File: config.mk
export PLATFORM = sky130hd
export DESIGN_NAME = dk_stat_update
export DESIGN_NICKNAME = d
export VERILOG_FILES = /design/src/rtl/dk_stat_update.sv
export SDC_FILE = /design/constraint.sdc
export NUM_CORES = 1
export LEC_CHECK = 0
export ABC_AREA = 1
export BUFFER_PORTS_ARGS = -buffer_cell sky130_fd_sc_hd__buf_2
export CORE_UTILIZATION = 35
export DETAILED_ROUTE_END_ITERATION = 16
export GPL_ROUTABILITY_DRIVEN = 0
export GPL_TIMING_DRIVEN = 0
export PLACE_DENSITY_LB_ADDON = 0.15
export SLEW_MARGIN = 20
export SYNTH_ARGS = -nofsm -noshare
export SYNTH_HDL_FRONTEND = slang
export SYNTH_SLANG_ARGS = --single-unit
File: constraint.sdc
create_clock -name Clk -period 3.5 [get_ports Clk]
set_clock_uncertainty 0.1 [all_clocks]
set_input_delay 0 -clock Clk [delete_from_list [all_inputs] [get_ports Clk]]
set_output_delay 0 -clock Clk [all_outputs]
set_load 0.1 [all_outputs]
File: src/rtl/dk_stat_update.sv
// -----------------------------------------------------------------------------
// dk_stat_update
//
// Player statistics engine: keeps the banana count (smallD) and the lives
// count (bigD) for the stat register and tracks the player condition with
// a three-state FSM (ALIVE, INVULN, DEAD).
//
//   Clk        in   system clock, all state changes on its rising edge
//   Reset      in   synchronous active-high reset
//   frame_tick in   one-cycle pulse per video frame
//   hit        in   player overlaps an enemy (level, sampled on frame_tick)
//   collect    in   one-cycle pulse per banana picked up
//   restart    in   one-cycle pulse that leaves game-over
//   smallD     out  banana count, 0 .. COINS_PER_LIFE-1
//   bigD       out  lives count, 0 .. MAX_BIG
//   upd        out  one-cycle pulse whenever smallD or bigD changes
//   invuln     out  high while in INVULN
//   game_over  out  high while in DEAD
//
// All outputs are registered; they reflect the inputs sampled on the
// previous rising edge of Clk.
// -----------------------------------------------------------------------------
module dk_stat_update #(
    parameter logic [15:0] START_BIG      = 16'd10,
    parameter logic [15:0] MAX_BIG        = 16'd99,
    parameter logic [15:0] COINS_PER_LIFE = 16'd100,
    parameter logic [15:0] INVULN_FRAMES  = 16'd60
) (
    input  logic        Clk,
    input  logic        Reset,
    input  logic        frame_tick,
    input  logic        hit,
    input  logic        collect,
    input  logic        restart,
    output logic [15:0] smallD,
    output logic [15:0] bigD,
    output logic        upd,
    output logic        invuln,
    output logic        game_over
);

    localparam logic [1:0] ST_ALIVE  = 2'd0;
    localparam logic [1:0] ST_INVULN = 2'd1;
    localparam logic [1:0] ST_DEAD   = 2'd2;

    logic [1:0]  state_q, state_d;
    logic [15:0] small_q, small_d;
    logic [15:0] big_q, big_d;
    logic [15:0] cnt_q, cnt_d;
    logic        upd_q, upd_d;
    logic        invuln_q, invuln_d;
    logic        game_over_q, game_over_d;

    logic [15:0] small_inc_s;
    logic [15:0] big_up_s;

    // Next-state computation for the FSM, counters and output registers.
    always_comb begin
        state_d     = state_q;
        small_d     = small_q;
        big_d       = big_q;
        cnt_d       = cnt_q;
        small_inc_s = small_q + 16'd1;
        big_up_s    = big_q;

        case (state_q)
            ST_ALIVE, ST_INVULN: begin
                // Banana pickup; a 1-up saturates at MAX_BIG before any hit
                // in the same cycle is subtracted.
                if (collect) begin
                    if (small_inc_s >= COINS_PER_LIFE) begin
                        small_d = 16'd0;
                        if (big_q < MAX_BIG) begin
                            big_up_s = big_q + 16'd1;
                        end else begin
                            big_up_s = MAX_BIG;
                        end
                    end else begin
                        small_d = small_inc_s;
                    end
                end else begin
                    small_d = small_q;
                end

                if ((state_q == ST_ALIVE) && frame_tick && hit) begin
                    // Losing the last life goes to DEAD; lives never go below 0.
                    if (big_up_s > 16'd1) begin
                        big_d   = big_up_s - 16'd1;
                        state_d = ST_INVULN;
                        cnt_d   = INVULN_FRAMES;
                    end else begin
                        big_d   = 16'd0;
                        state_d = ST_DEAD;
                        cnt_d   = 16'd0;
                    end
                end else begin
                    big_d = big_up_s;
                    if ((state_q == ST_INVULN) && frame_tick) begin
                        // Leave INVULN on the tick that takes the counter 1 -> 0.
                        if (cnt_q <= 16'd1) begin
                            cnt_d   = 16'd0;
                            state_d = ST_ALIVE;
                        end else begin
                            cnt_d   = cnt_q - 16'd1;
                        end
                    end else begin
                        cnt_d = cnt_q;
                    end
                end
            end

            ST_DEAD: begin
                if (restart) begin
                    big_d   = START_BIG;
                    small_d = 16'd0;
                    cnt_d   = 16'd0;
                    state_d = ST_ALIVE;
                end else begin
                    big_d   = 16'd0;
                    small_d = small_q;
                end
            end

            default: begin
                // Unreachable encoding: recover to a safe, playable state.
                state_d = ST_ALIVE;
                cnt_d   = 16'd0;
            end
        endcase

        upd_d       = (small_d != small_q) || (big_d != big_q);
        invuln_d    = (state_d == ST_INVULN);
        game_over_d = (state_d == ST_DEAD);
    end

    // State and output registers with synchronous reset.
    always_ff @(posedge Clk) begin
        if (Reset) begin
            state_q     <= ST_ALIVE;
            small_q     <= 16'd0;
            big_q       <= START_BIG;
            cnt_q       <= 16'd0;
            upd_q       <= 1'b0;
            invuln_q    <= 1'b0;
            game_over_q <= 1'b0;
        end else begin
            state_q     <= state_d;
            small_q     <= small_d;
            big_q       <= big_d;
            cnt_q       <= cnt_d;
            upd_q       <= upd_d;
            invuln_q    <= invuln_d;
            game_over_q <= game_over_d;
        end
    end

    assign smallD    = small_q;
    assign bigD      = big_q;
    assign upd       = upd_q;
    assign invuln    = invuln_q;
    assign game_over = game_over_q;

endmodule

==> results of run 1 <==
[per-layer routing]
metal | GRT usage | wire (um)
met3 | 0.0392 | 772
met2 | 0.333 | 5590
met4 | 0.0712 | 176
met1 | 0.293 | 6230
met5 | 0 | 0
[power groups by stage]
stage | clock network, W | logic [W] | registers [W]
after floorplan | 0 | 0.000386 | 0.000761
after global placement | 0 | 0.000551 | 0.000706
after detailed placement | 0 | 0.000558 | 0.000708
after CTS | 0.000561 | 0.000565 | 0.000694
after global routing | 0.000584 | 0.000648 | 0.000700
final | 0.000544 | 0.000574 | 0.000693
[cells in the final DEF (no fill, tap or decap), types with 22 or more instances in the layout]
| master | n |
|---|---|
| o21ai_0 | 28 |
| a21oi_1 | 37 |
| buf_4 | 22 |
| buf_2 | 42 |
| inv_1 | 77 |
| nand4_1 | 25 |
| nand3_1 | 65 |
| nand2_1 | 181 |
| dfxtp_1 | 34 |
| nor2_1 | 92 |
[cells by family after synthesis]
logic type,Yosys count
AO/OA/AOI/OAI,87
flip-flops,53
adder cells (fa/ha/maj),6
buffers and inverters,112
AND/OR/NAND/NOR,427
XOR/XNOR,22
[repair_timing]
item | CTS | global route
hold buffers | 2 | 0
buffers inserted | 16 | 7
pin swaps | 19 | 13
hold endpoints to repair | 4 | 0
gates resized for setup | 15 | 12
setup endpoints to repair | 1 | 2
[flip-flops by register name, summed over array words and instances (netlist names)]
| name | cells |
|---|---|
| bigD | 16 |
| cnt_q | 16 |
| game_over | 1 |
| invuln | 1 |
| smallD | 16 |
| state_q | 2 |
| upd | 1 |
[layout make-up]
cell class	count	area, um^2	share of cell area
inverters	92	345	0.0667
plain buffers	19	129	0.0249
flip-flops and latches	53	1110	0.215
well taps	143	179	0.0346
repair buffers	64	395	0.0764
clock buffers	6	139	0.0268
clock inverters	2	16.3	0.00314
multi-input cells	542	2860	0.553
[cell usage after synthesis (7+ instances only)]
master    instances  share of area
nor2_4            7          0.019
nand2_1         187           0.17
o21ai_0          29          0.034
nand4_1          25          0.037
inv_1            80          0.071
nor3_1            7         0.0083
nor2_1           98          0.087
xor2_1           15          0.031
dfxtp_1          53           0.25
nand2_2          13          0.019
clkbuf_1          9         0.0080
nand3_1          74          0.088
a21oi_1          37          0.044
inv_2             8         0.0071
[metrics by stage]
step                       util  cell area [um^2]  TNS [ps]  instances  setup slack (ps)
after floorplan               -              4370     -64.5        707             -64.5
after CTS                 0.439              5070     -54.2        914             -54.2
after detailed placement  0.410              4740      -381        889              -381
after global routing      0.448              5180      -401        921              -401
after global placement    0.410              4740      -381        889              -381
final                     0.448              5180      -124        921              -124
[worst max-delay path, delay by kind of cell, from the launching register on]
kind          cells  cell delay [ps]
buf+inv           4              320
flops             1              400
simple gates     25             2340
fa+ha+maj         2              320
[final timing paths]
kind | startpoint | endpoint | slack (ps) | cells past startpoint
worst max register to register | smallD[0] | upd | -120 | 31
worst max-delay path | smallD[0] | upd | -120 | 31
worst min register to register | cnt_q[10] | cnt_q[10] | 390 | 2
worst min-delay path | frame_tick | cnt_q[2] | 140 | 5
==> flow_summary_export.csv, run 1 <==
group,metric,value,unit
critical_path,cp_common_cell,"nand2_1",
power_and_ir_drop,p_leak,2.46,nW
flow_run,maxCapViolCount,0,
logic_synthesis,synth_xor_area_frac,0.0475,
critical_path,cpPeakStageDelay,400,ps
floorplan,io_pins,41,
detailed_routing,postRouteAntennaNets,0,
sta,slew_violations,0,
logic_synthesis,synthMuxAreaShare,0,
sta,slew_headroom,0.580,
detailed_routing,drc,5,
placement,place_hpwl,9710,um
grt,antenna_found_initial,0,
floorplan,die_w,112,um
clocking,clk_path_buf_depth,2,
grt,grt_pass1_wl,21400,um
detailed_routing,wirelength,12800,um
detailed_routing,viasPerCell,5.16,
status,status,"complete, but fails checks",
clocking,clock-root-buffer,"clkbuf_16",
clocking,cts.sinks,53,
critical_path,crit_type,"register to register",
logic_synthesis,avgSynthCellArea,5.96,um^2
hold_path,hp-class,"input pin to register",
logic_synthesis,synth_fa_ha_area_frac,0.0178,
critical_path,critPathArrivalTime,3710,ps
logic_synthesis,ys_types,40,
floorplan,initial_core_util,0.364,
grt,grt_max_degree,18,
critical_path,crit_fanout,6,
logic_synthesis,synth_fp_nets,719,
floorplan,die-height,112,um
logic_synthesis,synth-edff-count,0,
critical_path,cp.required,3580,ps
sta,worst_pin_slew,630,ps
logic_synthesis,synthArstFlopShare,0,
power_and_ir_drop,powerDensity,350,nW/um^2
sta,setup_slack,-124,ps
power_and_ir_drop,internal_power,0.00112,W
critical_path,cp-end-kind,"register",
sta,rsz0062_at_grt,"true",
power_and_ir_drop,power_frac_seq,0.383,
logic_synthesis,synthSimpleGateAreaFrac,0.458,
sta,finalHoldViolations,0,
grt,first_global_vias,4418,
logic_synthesis,synthCells,707,
logic_synthesis,synth-seq-area-share,0.252,
sta,fin_hold_ws,137,ps
floorplan,core,11600,um^2
grt,grt_overflow,0,
power_and_ir_drop,finalPower,0.00181,W
sta,setup_viol,1,
power_and_ir_drop,combPwrFrac,0.317,
detailed_routing,wl_per_cell,13.9,um
final_layout,drive_above_1_share,0.213,
floorplan,row_count,39,
floorplan,die_area,12500,um^2
clocking,htreeDepth,2,
sta,period_minus_slack,3620,ps
placement,numPortBuffers,39,
sta,timing.final.crit_share,1.04,
clocking,cts_tree,"yes",
power_and_ir_drop,irDropWorstVdd,0.000339,V
clocking,worstSkewPairLatency,310,ps
clocking,numCtsBuffers,5,
final_layout,final_nets,789,
final_layout,area_growth,22.9,%
sta,fmax,276,MHz
logic_synthesis,synth-seq-cells,53,
detailed_routing,vias,4755,
logic_synthesis,synth_compound_area_frac,0.116,
power_and_ir_drop,p_sw,0.000689,W
status,violations,"design-rule violations, negative setup slack",
clocking,clk_pin_slew,80,ps
power_and_ir_drop,clkPwrFrac,0.300,
final_layout,insertedDiodeCount,0,
critical_path,slowest_stage,"dfxtp_4",
critical_path,cp-start-kind,"register",
detailed_routing,drtIter0Drc,322,
final_layout,n_fill_cell,1259,
logic_synthesis,syn_area,4210,um^2
logic_synthesis,synth_warnings,0,
logic_synthesis,synth_top_family_by_area,"simple AND/OR/NAND/NOR gates",
power_and_ir_drop,p_sw_frac,0.380,
detailed_routing,dr.pass1.iters,11,
grt,grt_usage,0.213,
logic_synthesis,synth_ff_type,"dfxtp_1",
(Power assumes the default switching activity.)
==> inputs of run 2 (changes only) <==
--- a/config.mk
+++ b/config.mk
@@ -7,11 +7,15 @@
 export LEC_CHECK = 0
 export ABC_AREA = 1
 export BUFFER_PORTS_ARGS = -buffer_cell sky130_fd_sc_hd__buf_2
-export CORE_UTILIZATION = 35
+export CELL_PAD_IN_SITES_DETAIL_PLACEMENT = 0
+export CELL_PAD_IN_SITES_GLOBAL_PLACEMENT = 2
+export CORE_UTILIZATION = 29
+export CTS_BUF_LIST = sky130_fd_sc_hd__clkbuf_8
 export DETAILED_ROUTE_END_ITERATION = 16
 export GPL_ROUTABILITY_DRIVEN = 0
 export GPL_TIMING_DRIVEN = 0
 export PLACE_DENSITY_LB_ADDON = 0.15
+export SKIP_LAST_GASP = 1
 export SLEW_MARGIN = 20
 export SYNTH_ARGS = -nofsm -noshare
 export SYNTH_HDL_FRONTEND = slang
==> run 2 against run 1 <==
- the run ends with negative setup slack left
- critical path depth unchanged
- total power decreased by 6.3%
- clock-buffer cell count decreased by 1
- worst setup slack got worse by 120 ps
- final area increased by 1.9%
- via count decreased by 0.17%
- die area increased by 20%
- sequential power about the same
==> flow_summary_export.csv, run 2 (same netlist as run 1, synthesis figures left out) <==
group,metric,value,unit
critical_path,r2r_cells,31,
critical_path,critPathArrivalTime,3850,ps
grt,grt_usage,0.206,
floorplan,row_count,43,
grt,first_global_vias,4527,
final_layout,n_fill_cell,1569,
sta,slew_violations,0,
critical_path,cpPeakStageDelay,410,ps
clocking,clock-root-buffer,"clkbuf_8",
detailed_routing,postRouteAntennaNets,0,
status,violations,"negative setup slack",
final_layout,seqCellArea,1110,um^2
critical_path,crit_fanout,7,
sta,rsz0062_at_grt,"true",
clocking,numCtsBuffers,5,
detailed_routing,dr.pass1.iters,5,
floorplan,die_w,123,um
power_and_ir_drop,irDropWorstVdd,0.000210,V
final_layout,mostFrequentLayoutCells,"178 x nand2_1, 89 x nor2_1, 78 x inv_1, 58 x nand3_1, 42 x buf_2",
floorplan,die_area,15000,um^2
power_and_ir_drop,powerDensity,322,nW/um^2
placement,place_hpwl,10900,um
clocking,htreeDepth,2,
sta,timing.final.crit_share,1.07,
grt,grt_overflow,0,
sta,slew_headroom,0.576,
final_layout,area_growth,25.2,%
final_layout,insertedDiodeCount,0,
detailed_routing,dr_wl_met2,6000,um
final_layout,final_common_cell,"nand2_1",
sta,fmax,267,MHz
detailed_routing,wl_met3,796,um
final_layout,drive_above_1_share,0.236,
clocking,cts.sinks,53,
floorplan,die-height,123,um
sta,setup_viol,1,
critical_path,slowest_stage,"dfxtp_4",
detailed_routing,top_layer_used,"met4",
sta,setup_slack,-243,ps
status,status,"complete, but fails checks",
detailed_routing,wl_met1,7220,um
final_layout,post-route-util,0.376,
floorplan,core,14000,um^2
detailed_routing,viasPerCell,4.92,
clocking,clk_path_buf_depth,2,
detailed_routing,drtIter0Drc,311,
floorplan,initial_core_util,0.300,
grt,grt_pass1_wl,23500,um
placement,numPortBuffers,39,
detailed_routing,wl_per_cell,14.8,um
final_layout,multi_input_area,2920,um^2
detailed_routing,drc,0,
hold_path,hp-class,"input pin to register",
detailed_routing,vias,4747,
sta,worst_pin_slew,636,ps
sta,period_minus_slack,3740,ps
final_layout,final_nets,795,
flow_run,maxCapViolCount,0,
clocking,worstSkewPairLatency,350,ps
critical_path,cp-start-kind,"register",
clocking,cts_tree,"yes",
critical_path,cp-end-kind,"register",
sta,totalNegativeSetupSlack,-243,ps
detailed_routing,wirelength,14300,um
grt,grt_max_degree,20,
floorplan,io_pins,41,
critical_path,crit_type,"register to register",
power_and_ir_drop,p_leak,2.46,nW
hold_path,whs_path_depth,4,
placement,place_ws,-572,ps
clocking,clk_pin_slew,120,ps
critical_path,cp.required,3610,ps
sta,finalHoldViolations,0,
grt,antenna_found_initial,0,
run 2: cell types whose count changed in the layout (fill, tap and decap cells not counted), moves of 4 or more:
cell       previous run  this run
clkbuf_16             5         0
nand2_2              13        18
clkbuf_8              1         5
nand3_2              10        17
buf_4                22        27
nand3_1              65        58
run 2: final timing paths:
kind | startpoint | to | slack, ps
max | smallD[0] | upd | -240
min | frame_tick | state_q[0] | 90
max reg2reg | smallD[0] | upd | -240
min reg2reg | cnt_q[12] | cnt_q[12] | 390
run 2: where the power goes:
group	switching (W)	leakage (nW)	internal, W
clock	0.000263	0.0506	0.000151
combinational	0.000395	1.97	0.000195
sequential	0.0000488	0.442	0.000645
run 2: through the flow:
stage	total power, W	hold WS [ps]	instance area, um^2	instances
2_1_floorplan	0.00115	54.3	4370	707
3_3_place_gp	0.00127	202	4790	926
3_5_place_dp	0.00127	204	4790	926
4_1_cts	0.00172	55.4	5200	959
5_1_grt	0.00184	115	5280	964
6_report	0.00170	87.5	5280	964
run 2: worst max-delay path: cells and delay by family, from the launching register on:
family	cells	cell delay, ps
flip-flops	1	410
buffers and inverters	5	460
AND/OR/NAND/NOR	25	2460
adder cells (fa/ha/maj)	1	140
run 2: layout make-up:
cell class | count | area share
multi-input combinational | 542 | 0.553
sequential | 53 | 0.211
buffer | 19 | 0.0235
clock inverter | 3 | 0.00546
inverter | 92 | 0.0659
timing repair buffer | 70 | 0.0852
clock buffer | 5 | 0.0130
tap | 180 | 0.0427
run 2: what timing repair did:
| item | in CTS | in global routing |
|---|---|---|
| endpoints found under the hold margin | 4 | 0 |
| pin swaps | 27 | 15 |
| resized for setup | 30 | 10 |
| hold buffers | 2 | 0 |
| endpoints found under the setup margin | 4 | 4 |
| buffers inserted | 24 | 5 |
run 2: per-layer routing:
| metal | global-route usage | vias up |
|---|---|---|
| li1 | - | 2440 |
| met1 | 0.293 | 2184 |
| met2 | 0.309 | 110 |
| met3 | 0.0409 | 13 |
| met4 | 0.0610 | 0 |
| met5 | 0 | - |
==> inputs of run 3 (changes only) <==
--- a/config.mk
+++ b/config.mk
@@ -9,7 +9,7 @@
 export BUFFER_PORTS_ARGS = -buffer_cell sky130_fd_sc_hd__buf_2
 export CELL_PAD_IN_SITES_DETAIL_PLACEMENT = 0
 export CELL_PAD_IN_SITES_GLOBAL_PLACEMENT = 2
-export CORE_UTILIZATION = 29
+export CORE_UTILIZATION = 33
 export CTS_BUF_LIST = sky130_fd_sc_hd__clkbuf_8
 export DETAILED_ROUTE_END_ITERATION = 16
 export GPL_ROUTABILITY_DRIVEN = 0
==> constraint.sdc (replaced) <==
create_clock -name Clk -period 3.7 [get_ports Clk]
set_clock_uncertainty 0.1 [all_clocks]
set_input_delay 0 -clock Clk [delete_from_list [all_inputs] [get_ports Clk]]
set_output_delay 0 -clock Clk [all_outputs]
set_load 0.1 [all_outputs]
==> run 3 against run 2 <==
- the flow now finishes without violations
- via count fell by 0.93%
- clock-buffer cell count unchanged
- non-clock buffer count decreased by 2
- wire length down 3.1%
- fmax grew 2.7%
- sequential power fell by 5.2%
- critical path type unchanged
- register-to-register slack improved by 300 ps
- critical path depth down 2
- total power decreased by 1.6%
==> flow_summary_export.csv, run 3 (same netlist as run 1, synthesis figures left out) <==
group,metric,value,unit
status,status,"complete, no violations",
power_and_ir_drop,power_frac_seq,0.394,
detailed_routing,dr.pass1.iters,5,
detailed_routing,drc,0,
final_layout,area_growth,26.5,%
critical_path,worst-r2r-setup-slack,50,ps
grt,first_global_vias,4269,
sta,fmax,274,MHz
placement,numPortBuffers,39,
critical_path,crit_fanout,5,
floorplan,die_area,13200,um^2
clocking,worstSkewPairLatency,340,ps
detailed_routing,postRouteAntennaNets,0,
power_and_ir_drop,clkPwrFrac,0.268,
power_and_ir_drop,powerDensity,313,nW/um^2
power_and_ir_drop,irDropWorstVdd,0.000206,V
critical_path,critPathArrivalTime,3760,ps
final_layout,fin_area,5330,um^2
grt,grt_overflow,0,
grt,grt_max_degree,19,
final_layout,final_nets,793,
detailed_routing,vias,4703,
power_and_ir_drop,p_sw,0.000663,W
sta,finalHoldViolations,0,
final_layout,n_fill_cell,1367,
placement,placedCellCount,914,
floorplan,initial_core_util,0.345,
final_layout,mostFrequentLayoutCells,"175 x nand2_1, 85 x nor2_1, 77 x inv_1, 61 x nand3_1, 42 x buf_2",
final_layout,fin_cells,950,
grt,grt_pass1_wl,22200,um
clocking,htreeDepth,2,
placement,detailed_place.area,4690,um^2
detailed_routing,drtIter0Drc,284,
clocking,cts.sinks,53,
floorplan,core,12200,um^2
detailed_routing,wl_per_cell,14.6,um
floorplan,die_w,115,um
clocking,clk_pin_slew,110,ps
clocking,cts_tree,"yes",
flow_run,maxCapViolCount,0,
hold_path,whs_path_depth,4,
sta,rsz0062_at_grt,"true",
clocking,clock-root-buffer,"clkbuf_8",
critical_path,cp-start-kind,"register",
critical_path,cp-end-kind,"register",
grt,antenna_found_initial,0,
floorplan,io_pins,41,
sta,period_minus_slack,3650,ps
clocking,clk_path_buf_depth,2,
sta,worst_pin_slew,695,ps
power_and_ir_drop,p_leak,2.43,nW
sta,slew_headroom,0.537,
power_and_ir_drop,combPwrFrac,0.338,
critical_path,cpPeakStageDelay,400,ps
sta,timing.final.crit_share,0.985,
final_layout,insertedDiodeCount,0,
floorplan,row_count,40,
critical_path,cp_common_cell,"nand2_2",
hold_path,hp-class,"input pin to register",
critical_path,r2r_cells,29,
power_and_ir_drop,p_sw_frac,0.397,
critical_path,crit_type,"register to register",
clocking,numCtsBuffers,5,
power_and_ir_drop,internal_power,0.00101,W
detailed_routing,wirelength,13800,um
final_layout,drive_above_1_share,0.240,
final_layout,final_common_cell,"nand2_1",
grt,grt_usage,0.218,
critical_path,slowest_stage,"dfxtp_4",
floorplan,die-height,115,um
placement,place_hpwl,10300,um
sta,slew_violations,0,
critical_path,cp.required,3820,ps
detailed_routing,viasPerCell,4.95,
sta,setup_viol,0,
## run 3: routing by layer
| layer | share of wire | wire, um | track usage |
|---|---|---|---|
| met2 | 0.42 | 5840 | 0.324 |
| met4 | 0.014 | 187 | 0.0632 |
| met1 | 0.51 | 7110 | 0.317 |
| met3 | 0.051 | 703 | 0.0406 |
| met5 | 0 | 0 | 0 |
## run 3: final cells by class
cell class | count | area, um^2 | area share
clock buffers | 5 | 68.8 | 0.0129
well taps | 168 | 210 | 0.0394
multi-input cells | 542 | 2970 | 0.558
inverters | 92 | 348 | 0.0653
repair buffers | 69 | 458 | 0.0859
flip-flops and latches | 53 | 1110 | 0.208
clock inverters | 3 | 50.0 | 0.00939
plain buffers | 18 | 114 | 0.0214
## run 3: path summary, 6_finish.rpt
check	from	to
max reg2reg	smallD[0]	upd
min	frame_tick	state_q[0]
max	smallD[0]	upd
min reg2reg	cnt_q[12]	cnt_q[12]
## run 3: critical path, delay by kind of cell, from the launching register on
| kind | cells | cell delay [ps] |
|---|---|---|
| adders and majority gates | 2 | 320 |
| buffers and inverters | 3 | 290 |
| DFF | 1 | 400 |
| and+or+nand+nor | 24 | 2390 |
## run 3: power by group through the flow
stage	clock (W)	sequential, W	combinational [W]
finish	0.000448	0.000657	0.000565
global route	0.000486	0.000665	0.000644
CTS	0.000468	0.000656	0.000543
detailed placement	0	0.000669	0.000522
global placement	0	0.000669	0.000521
floorplan	0	0.000719	0.000360
## run 3: what timing repair did
action                                  in CTS  in global routing
resized for setup                           29                 46
endpoints found under the setup margin       1                  2
buffers inserted                            26                  3
hold endpoints to repair                     4                  0
cloned                                       1                  0
hold buffers                                 2                  0
pin swaps                                   20                 39
## run 3: stage by stage
step	hold WS (ps)	worst slack (ps)	power, W	setup TNS, ps	utilization
after detailed placement	211	-532	0.00119	-532	0.384
final	87.6	54.9	0.00167	0	0.436
after CTS	59.0	5.79	0.00167	0	0.422
after global routing	111	-212	0.00179	-212	0.436
after floorplan	54.3	6.25	0.00108	0	-
after global placement	202	-506	0.00119	-506	0.384
